===== config.mk =====
export PLATFORM = sky130hd
export DESIGN_NAME = pcie_rx_tlp_router
export DESIGN_NICKNAME = d
export VERILOG_FILES = /design/src/rtl/pcie_rx_tlp_router.sv
export SDC_FILE = /design/constraint.sdc
export NUM_CORES = 1
export LEC_CHECK = 0
export ABC_AREA = 1
export CORE_MARGIN = 2
export CORE_UTILIZATION = 40
export DETAILED_ROUTE_END_ITERATION = 8
export HOLD_SLACK_MARGIN = 0.15
export PLACE_DENSITY = 0.74
export SYNTH_ARGS = -nofsm -noshare
export SYNTH_HDL_FRONTEND = slang
export SYNTH_HIERARCHICAL = 1
export SYNTH_SLANG_ARGS = --single-unit

===== constraint.sdc =====
create_clock -name user_clk -period 13.1 [get_ports user_clk]
set_input_delay 1.31 -clock user_clk [delete_from_list [all_inputs] [get_ports user_clk]]
set_output_delay 1.31 -clock user_clk [all_outputs]
set_load 0.005 [all_outputs]

===== src/rtl/pcie_rx_tlp_router.sv =====
// RX TLP router: splits the endpoint m_axis_rx stream into request/completion streams and paces rx_np_ok.
// Define PCIE_RX_STATS_EN to build the per-path TLP counters; otherwise drop_cnt/req_cnt/cpl_cnt read 0.

module pcie_rx_skid #(
  parameter int W = 8
) (
  input  logic         clk,
  input  logic         rst_n,
  input  logic         i_push,
  input  logic [W-1:0] i_data,
  input  logic         i_ready,
  output logic         o_valid,
  output logic [W-1:0] o_data,
  output logic         o_full
);
  logic [W-1:0] r_mem [2];
  logic         r_wr_ptr;
  logic         r_rd_ptr;
  logic [1:0]   r_count;
  logic         w_pop;

  assign o_valid = (r_count != 2'd0);
  assign o_full  = (r_count == 2'd2);
  assign o_data  = r_mem[r_rd_ptr];
  assign w_pop   = o_valid & i_ready;

  always_ff @(posedge clk or negedge rst_n) begin
    if (!rst_n) begin
      r_wr_ptr <= 1'b0;
      r_rd_ptr <= 1'b0;
      r_count  <= 2'd0;
    end else begin
      if (i_push) r_wr_ptr <= ~r_wr_ptr;
      if (w_pop)  r_rd_ptr <= ~r_rd_ptr;
      case ({i_push, w_pop})
        2'b10:   r_count <= r_count + 2'd1;
        2'b01:   r_count <= r_count - 2'd1;
        default: r_count <= r_count;
      endcase
    end
  end

  // Storage needs no reset: r_count gates every read.
  always_ff @(posedge clk) begin
    if (i_push) r_mem[r_wr_ptr] <= i_data;
  end
endmodule

module pcie_rx_tlp_router #(
  parameter int NP_LIMIT = 8,
  parameter int CNT_W    = 16
) (
  input  logic             user_clk,
  input  logic             user_reset_n,
  input  logic [63:0]      rx_tdata,
  input  logic [7:0]       rx_tkeep,
  input  logic             rx_tlast,
  input  logic             rx_tvalid,
  input  logic [21:0]      rx_tuser,
  output logic             rx_tready,
  output logic             rx_np_ok,
  output logic [63:0]      req_tdata,
  output logic [7:0]       req_tkeep,
  output logic             req_tlast,
  output logic [6:0]       req_bar,
  output logic             req_np,
  output logic             req_tvalid,
  input  logic             req_tready,
  output logic [63:0]      cpl_tdata,
  output logic [7:0]       cpl_tkeep,
  output logic             cpl_tlast,
  output logic             cpl_tvalid,
  input  logic             cpl_tready,
  input  logic             np_done,
  output logic [CNT_W-1:0] drop_cnt,
  output logic [CNT_W-1:0] req_cnt,
  output logic [CNT_W-1:0] cpl_cnt,
  output logic [1:0]       o_dbg_state
);
  typedef enum logic [1:0] {ST_SOP = 2'd0, ST_REQ = 2'd1, ST_CPL = 2'd2, ST_DROP = 2'd3} state_t;

  localparam logic [7:0] LP_NP_LIMIT = 8'(NP_LIMIT);

  state_t      r_state;
  state_t      w_state_nxt;
  logic        r_out_en;
  logic [6:0]  r_bar;
  logic        r_np;
  logic [7:0]  r_np_cnt;
  logic        r_np_ok;
  logic [4:0]  w_type;
  logic        w_hdr_req;
  logic        w_hdr_np;
  logic        w_sop_req;
  logic        w_sop_cpl;
  logic        w_rx_tready;
  logic        w_acc;
  logic        w_sop_acc;
  logic        w_req_push;
  logic        w_cpl_push;
  logic        w_np_inc;
  logic        w_np_dec;
  logic        w_req_full;
  logic        w_cpl_full;
  logic [6:0]  w_beat_bar;
  logic        w_beat_np;
  logic [80:0] w_req_dout;
  logic [72:0] w_cpl_dout;
  logic        w_unused;

  // Header decode; only meaningful on the first beat of a TLP.
  assign w_type    = rx_tdata[28:24];
  assign w_hdr_req = (w_type == 5'b00000) || (w_type == 5'b00010);
  assign w_hdr_np  = w_hdr_req && (!rx_tdata[30] || (w_type == 5'b00010));
  assign w_sop_req = w_hdr_req && !rx_tuser[1];
  assign w_sop_cpl = (w_type == 5'b01010) && !rx_tuser[1];
  assign w_unused  = ^{rx_tuser[21:9], rx_tuser[0]};

  always_ff @(posedge user_clk or negedge user_reset_n) begin
    if (!user_reset_n) r_state <= ST_SOP;
    else               r_state <= w_state_nxt;
  end

  always_comb begin
    w_state_nxt = r_state;
    if (w_acc) begin
      if (r_state == ST_SOP) begin
        if (!rx_tlast) begin
          if (w_sop_req)      w_state_nxt = ST_REQ;
          else if (w_sop_cpl) w_state_nxt = ST_CPL;
          else                w_state_nxt = ST_DROP;
        end
      end else if (rx_tlast) begin
        w_state_nxt = ST_SOP;
      end
    end
  end

  // In SOP the route is unknown until decode, so both paths must have room.
  always_comb begin
    w_rx_tready = 1'b0;
    w_req_push  = 1'b0;
    w_cpl_push  = 1'b0;
    if (r_out_en) begin
      case (r_state)
        ST_SOP:  w_rx_tready = !w_req_full && !w_cpl_full;
        ST_REQ:  w_rx_tready = !w_req_full;
        ST_CPL:  w_rx_tready = !w_cpl_full;
        default: w_rx_tready = 1'b1;
      endcase
    end
    w_acc     = rx_tvalid && w_rx_tready;
    w_sop_acc = w_acc && (r_state == ST_SOP);
    if (w_acc) begin
      w_req_push = (r_state == ST_SOP) ? w_sop_req : (r_state == ST_REQ);
      w_cpl_push = (r_state == ST_SOP) ? w_sop_cpl : (r_state == ST_CPL);
    end
    w_np_inc = w_sop_acc && w_sop_req && w_hdr_np;
    w_np_dec = np_done && (r_np_cnt != 8'd0);
  end

  assign w_beat_bar = (r_state == ST_SOP) ? rx_tuser[8:2] : r_bar;
  assign w_beat_np  = (r_state == ST_SOP) ? w_hdr_np : r_np;

  always_ff @(posedge user_clk or negedge user_reset_n) begin
    if (!user_reset_n) begin
      r_out_en <= 1'b0;
      r_bar    <= 7'd0;
      r_np     <= 1'b0;
      r_np_cnt <= 8'd0;
      r_np_ok  <= 1'b0;
    end else begin
      r_out_en <= 1'b1;
      if (w_sop_acc && w_sop_req) begin
        r_bar <= rx_tuser[8:2];
        r_np  <= w_hdr_np;
      end
      case ({w_np_inc, w_np_dec})
        2'b10:   if (r_np_cnt != 8'hFF) r_np_cnt <= r_np_cnt + 8'd1;
        2'b01:   r_np_cnt <= r_np_cnt - 8'd1;
        default: r_np_cnt <= r_np_cnt;
      endcase
      r_np_ok <= (r_np_cnt < LP_NP_LIMIT);
    end
  end

  pcie_rx_skid #(.W(81)) u_req_skid (
    .clk     (user_clk),
    .rst_n   (user_reset_n),
    .i_push  (w_req_push),
    .i_data  ({rx_tdata, rx_tkeep, rx_tlast, w_beat_bar, w_beat_np}),
    .i_ready (req_tready),
    .o_valid (req_tvalid),
    .o_data  (w_req_dout),
    .o_full  (w_req_full)
  );

  pcie_rx_skid #(.W(73)) u_cpl_skid (
    .clk     (user_clk),
    .rst_n   (user_reset_n),
    .i_push  (w_cpl_push),
    .i_data  ({rx_tdata, rx_tkeep, rx_tlast}),
    .i_ready (cpl_tready),
    .o_valid (cpl_tvalid),
    .o_data  (w_cpl_dout),
    .o_full  (w_cpl_full)
  );

  assign {req_tdata, req_tkeep, req_tlast, req_bar, req_np} = w_req_dout;
  assign {cpl_tdata, cpl_tkeep, cpl_tlast}                  = w_cpl_dout;
  assign rx_tready   = w_rx_tready;
  assign rx_np_ok    = r_np_ok;
  assign o_dbg_state = r_state;

`ifdef PCIE_RX_STATS_EN
  logic [CNT_W-1:0] r_drop_cnt;
  logic [CNT_W-1:0] r_req_cnt;
  logic [CNT_W-1:0] r_cpl_cnt;

  always_ff @(posedge user_clk or negedge user_reset_n) begin
    if (!user_reset_n) begin
      r_drop_cnt <= '0;
      r_req_cnt  <= '0;
      r_cpl_cnt  <= '0;
    end else if (w_sop_acc) begin
      if (w_sop_req)      r_req_cnt  <= r_req_cnt + CNT_W'(1);
      else if (w_sop_cpl) r_cpl_cnt  <= r_cpl_cnt + CNT_W'(1);
      else                r_drop_cnt <= r_drop_cnt + CNT_W'(1);
    end
  end

  assign drop_cnt = r_drop_cnt;
  assign req_cnt  = r_req_cnt;
  assign cpl_cnt  = r_cpl_cnt;
`else
  assign drop_cnt = '0;
  assign req_cnt  = '0;
  assign cpl_cnt  = '0;
`endif
endmodule


; ---- After elaboration in Yosys (flattened, before gate mapping)
; Memories as Yosys holds them, arrays and structs flattened.
; Cells that the tools add are included.
[word_totals]
inputBits = 101
regBits = 28
mem_bits_rw = 308
word_cells = 89
output_inout_bits = 208
mem_count = 2
[op_classes]
add_sub_neg = 6
n_bitwise = 6
n_mux = 21
n_reduce_logical = 26
magnitude_cmp = 1
n_eq_ne = 15
[memory_table]
columns = memory, depth, width, read_ports, rd_ports_with_merged_regs, wr, line
row1 = u_req_skid.r_mem, 2, 81, 1, 0, 1, 16  ; logic [W-1:0] r_mem [2];
row2 = u_cpl_skid.r_mem, 2, 73, 1, 0, 1, 16
[ops]
columns = op, count
row1 = $pmux 8 s2, 1
row2 = $eq 2x2->1 const B, 6
row3 = $reduce_bool 2->1, 6
row4 = $mux 1, 11
row5 = $logic_and 1x1->1, 9
row6 = $add 8x1->8 const B, 1
row7 = $eq 2x1->1 const B, 4
row8 = $lt 8x4->1 const B, 1
row9 = $mux 2, 4
row10 = $mux 8, 1
row11 = $ne 8x8->1 const B, 1
row12 = $pmux 2 s2, 2
row13 = $reduce_bool 8->1, 1
row14 = $sub 8x1->8 const B, 1
row15 = $mux 7, 1
row16 = $eq 5x2->1 const B, 1
row17 = $eq 5x4->1 const B, 1
row18 = $logic_not 5->1, 1
row19 = $add 2x1->2 const B, 2
row20 = $logic_not 1->1, 4
row21 = $ne 2x2->1 const B, 2
row22 = $not 1->1, 4
row23 = $sub 2x1->2 const B, 2
row24 = $pmux 1 s3, 1
row25 = 5 further kinds, 7

; ---- Longest topological paths before layout
[logic_depth]
word_depth = 12
depth_mapped = 19
depth_no_buf = 19

; ---- Cells and area by module
; Netlist, hierarchy kept.
[by_module_without_submodules]
columns = mod, cells_each, area_per_inst_um2, seq_area_each_um2, instances
row1 = pcie_rx_skid (u_req_skid), 451, 6138.4, 4964.8, 1
row2 = pcie_rx_skid (u_cpl_skid), 410, 5527.8, 4484.3, 1
row3 = pcie_rx_tlp_router, 233, 1732.9, 500.5, 1

; ---- Least setup slack after synthesis
; OpenSTA, ideal clock, no wires.
[synth_path]
path_kind = input to register
start = input port rx_tdata[26]
end = memory u_req_skid.r_mem[0][0], enable pin
setup_ns = 0.521
slack_ns = 7.192
stages = 7
t_required_ns = 12.579
n_path_buf = 0
arrival_time_ns = 5.388
cell_sequence = nor2_1 nand3_1 nand2_1 nand2_1 nor2_1 inv_1 nor2_1
[synth_between]
elab_chain_cells = 7
word_cells_on_any_way = 8
cone_classes = 1 x eq/ne / 4 x mux / 3 x reduce/logical
[synth_rtl]
columns = item, line
row1 = "start, declared", 55  ; input logic [63:0] rx_tdata,
row2 = $eq 5x2->1 or $logic_not 5->1 (tied branches), 113  ; assign w_hdr_req = (w_type == 5'b00000) || (w_type == 5'b00010);
row3 = $logic_or 1x1->1 *, 113
row4 = $logic_and 1x1->1 *, 115  ; assign w_sop_req = w_hdr_req && !rx_tuser[1];
row5 = $mux 1 *, 155  ; w_req_push = (r_state == ST_SOP) ? w_sop_req : (r_state == ST_REQ);
row6 = $mux 1 *, 154  ; if (w_acc) begin
row7 = via w_req_push, 99  ; logic w_req_push;
row8 = $mux 1 *, 45  ; if (i_push) r_mem[r_wr_ptr] <= i_data;
row9 = $mux 1 (not written as such) *, 45
row10 = "end, declared", 16
; Mark *: on every way through the listed nets, which the timed path passes. The rest lies on a longest branch.

; ---- Worst setup path after layout
[layout_path]
start = register u_req_skid.r_rd_ptr
end = output port req_tdata[6]
[layout_between]
elab_chain_cells = 1
[layout_rtl]
columns = item, line
row1 = "start, declared", 18  ; logic r_rd_ptr;
row2 = "start signal, assigned", 34  ; if (w_pop) r_rd_ptr <= ~r_rd_ptr;
row3 = $mem_v2 2x81, --
row4 = "end, declared", 62  ; output logic [63:0] req_tdata,
; Every way passes these cells.

==> results.toml <==
[status]
status = "complete, no violations"

[synth]
syn_inst = 1094
synth_edf_count = 308
synthTopCellsByArea = "edfxtp_1, nand2_1, dfrtp_1"
synth.distinct_cells = 29
synth_fa_ha_area_frac = 0.00896
yosys.area.top_type_share = 0.690
yosysSeqAreaShare = 0.743
synth_compound_area_frac = 0.00980
synth.most_common_cell = "nand2_1"
ys_seq_elements = 336
synth_commonest_cells = "nand2_1, edfxtp_1, buf_4"
synthXorXnorAreaFrac = 0.00654
yosys-mux-area-fraction = 0
synth.largest_area_cell = "edfxtp_1"
ys_warn_count = 6
syn_area_mm2 = 0.0134
synth_top_family_by_area = "simple AND/OR/NAND/NOR gates"
synth_area_per_cell_um2 = 12.2
yosys.area_share.simple = 0.173
yosys_most_used_dff = "edfxtp_1"
async_flop_share = 0.0833

[die]
die_area_mm2 = 0.0350
start_util = 0.403
die_h_um = 187
fp-row-count = 67
ioPinCount = 309
core_mm2 = 0.0333
die_w_um = 187

[finish]
finalNetCount = 1460
finalNonFillerCells = 1822
regArea_mm2 = 0.00996
syn2layout_area_growth_pct = 27.7
finish.utilization = 0.514
fillers = 2782
multi_input_area_mm2 = 0.00286
drive_gt1_frac = 0.0575

[clock_network]
clock-sinks = 336
cts_root_buf = "clkbuf_16"
cts_resized = 0
postCtsSetupBuffers = 0
clk_pin_slew_ps = 60
cts_inserted_buffers = 35
clk_latency_ps = 500
clk_path_buf_depth = 3
cts_tree = "built"
cts_max_level = 2
postCtsHoldBufs = 0

[sta]
rsz0062_at_grt = "false"
period_minus_slack_ps = 4650
fin_crit_sh = 0.355
finalClockSkew_ps = 10.7
tightest_slew_ps = 1070
hold_viol = 0
report.final.slew_viol_count = 0
clock.fmax_mhz = 215
setup_violations = 0
max_slew_margin = 0.282
setup_tns_ps = 0

[hold_path]
hold_class = "reg -> reg"

[drt]
first_iter_violations = 451
wirelength_um = 30000
first_pass_iters = 5
wl_per_cell_um = 16.5
ant_nets = 0
vias_per_cell = 4.63
vias = 8443
drcViolationCount = 0

[setup_path]
crit_required_ps = 11790
critPathArrivalTime_ps = 3340
cp-end-kind = "primary output"
cp_max_fo = 42
critPathKind = "reg -> out"
worstSetupStartpointType = "register"

[global_routing]
grt-ovfl-total = 0
grt_start_max_net_pins = 66
grt_pass1_wl_um = 46400
grt_pass1_vias = 8483
antenna_found_initial = 3
grt_usage = 0.171

[placement]
io_buffers = 246
hpwl_um = 18300
globalplace.congestion = 0.834
dp_cells = 1761

[power_and_ir_drop]
p_leak_nw = 6.84
powerDensity_mw_per_mm2 = 202
vdd_drop_max_v = 0.000118

[job]
cap_violations = 0
==> critical path: stages, from the launching register on <==
cell             delay [ps]
dfrtp_4                 770
clkinv_2                760
buf_4                   590
nand2_1                 130
nand2_1                  90
clkdlybuf4s50_1         450
==> layout make-up <==
class,count,share of cell area
Inverter,45,0.0102
Tap cell,448,0.0328
Clock inverter,17,0.00468
Clock buffer,43,0.0554
Multi-Input combinational cell,677,0.167
Timing Repair Buffer,255,0.148
Sequential cell,336,0.582
Antenna cell,1,0.000146
==> logic make-up after synthesis <==
kind of cell | after synthesis
AND/OR/NAND/NOR | 584
AO/OA/AOI/OAI | 25
XOR/XNOR | 10
adder cells (fa/ha/maj) | 9
buffers and inverters | 128
other | 2
flip-flops | 336
==> path summary, 6_finish.rpt <==
path / cells after the start / to / startpoint / slack, ps
worst max register to register: 10 / u_cpl_skid/r_mem[0][12]$_DFFE_PP_ / u_req_skid/r_count[1]$_DFFE_PN0P_ / 9680
worst min register to register: 2 / r_np$_DFFE_PN0P_ / r_np$_DFFE_PN0P_ / 480
max in group asynchronous: 2 / u_cpl_skid/r_rd_ptr$_DFFE_PN0P_ / user_reset_n / 11600
worst max-delay path: 5 / req_tdata[6] / u_req_skid/r_rd_ptr$_DFFE_PN0P_ / 8450
min in group asynchronous: 2 / u_req_skid/r_count[0]$_DFFE_PN0P_ / user_reset_n / 1200
worst min-delay path: 2 / r_np$_DFFE_PN0P_ / r_np$_DFFE_PN0P_ / 480
==> per-layer routing <==
metal / vias to the layer above / GRT usage / wire (µm)
li1: 4043 / - / -
met2: 322 / 0.302 / 14900
met4: 4 / 0.0565 / 780
met1: 4018 / 0.208 / 12300
met5: - / 0 / 27
met3: 56 / 0.0385 / 2000
==> cells in the final DEF, fill, tap and decap left out, types with 3 or more instances in the layout <==
cell type and n:
nand2_1 530, edfxtp_1 308, clkdlybuf4s50_1 246, conb_1 49, inv_1 38, clkbuf_16 37
dfrtp_1 26, nand3_1 17, nor2_1 16, o21ai_0 15, clkinv_2 10, buf_4 9
ha_1 8, a21oi_1 7, clkinv_1 7, nand4_1 6, clkbuf_1 6, nor2_4 5
xor2_1 5, xnor2_1 5, inv_2 4, nand2_2 3, nand2_4 3
==> power by group <==
part / switching (mW) / total [mW] / internal [mW]
clock network: 0.371 / 0.883 / 0.512
registers: 0.0897 / 1.41 / 1.32
logic: 0.615 / 1.16 / 0.541
==> state kept, by name, summed over array words and instances (netlist names) <==
register and cells:
r_np_cnt 8, u_cpl_skid/r_rd_ptr 1, u_req_skid/r_mem 162, u_cpl_skid/r_count 2
r_out_en 1, o_dbg_state 2, u_req_skid/r_count 2, u_req_skid/r_rd_ptr 1
u_cpl_skid/r_mem 146, u_cpl_skid/r_wr_ptr 1, r_bar 7, r_np 1
u_req_skid/r_wr_ptr 1, rx_np_ok 1
==> stage by stage <==
step	setup WS (ps)	cell area [µm²]	hold WS (ps)	power, mW
detailed placement	8310	16100	465	2.60
finish	8450	17100	479	3.45
floorplan	7190	13600	442	1.97
global route	8210	17100	514	3.65
CTS	8330	17100	478	3.50
global placement	8400	16100	454	2.58
Power figures use the tool's default switching activity.
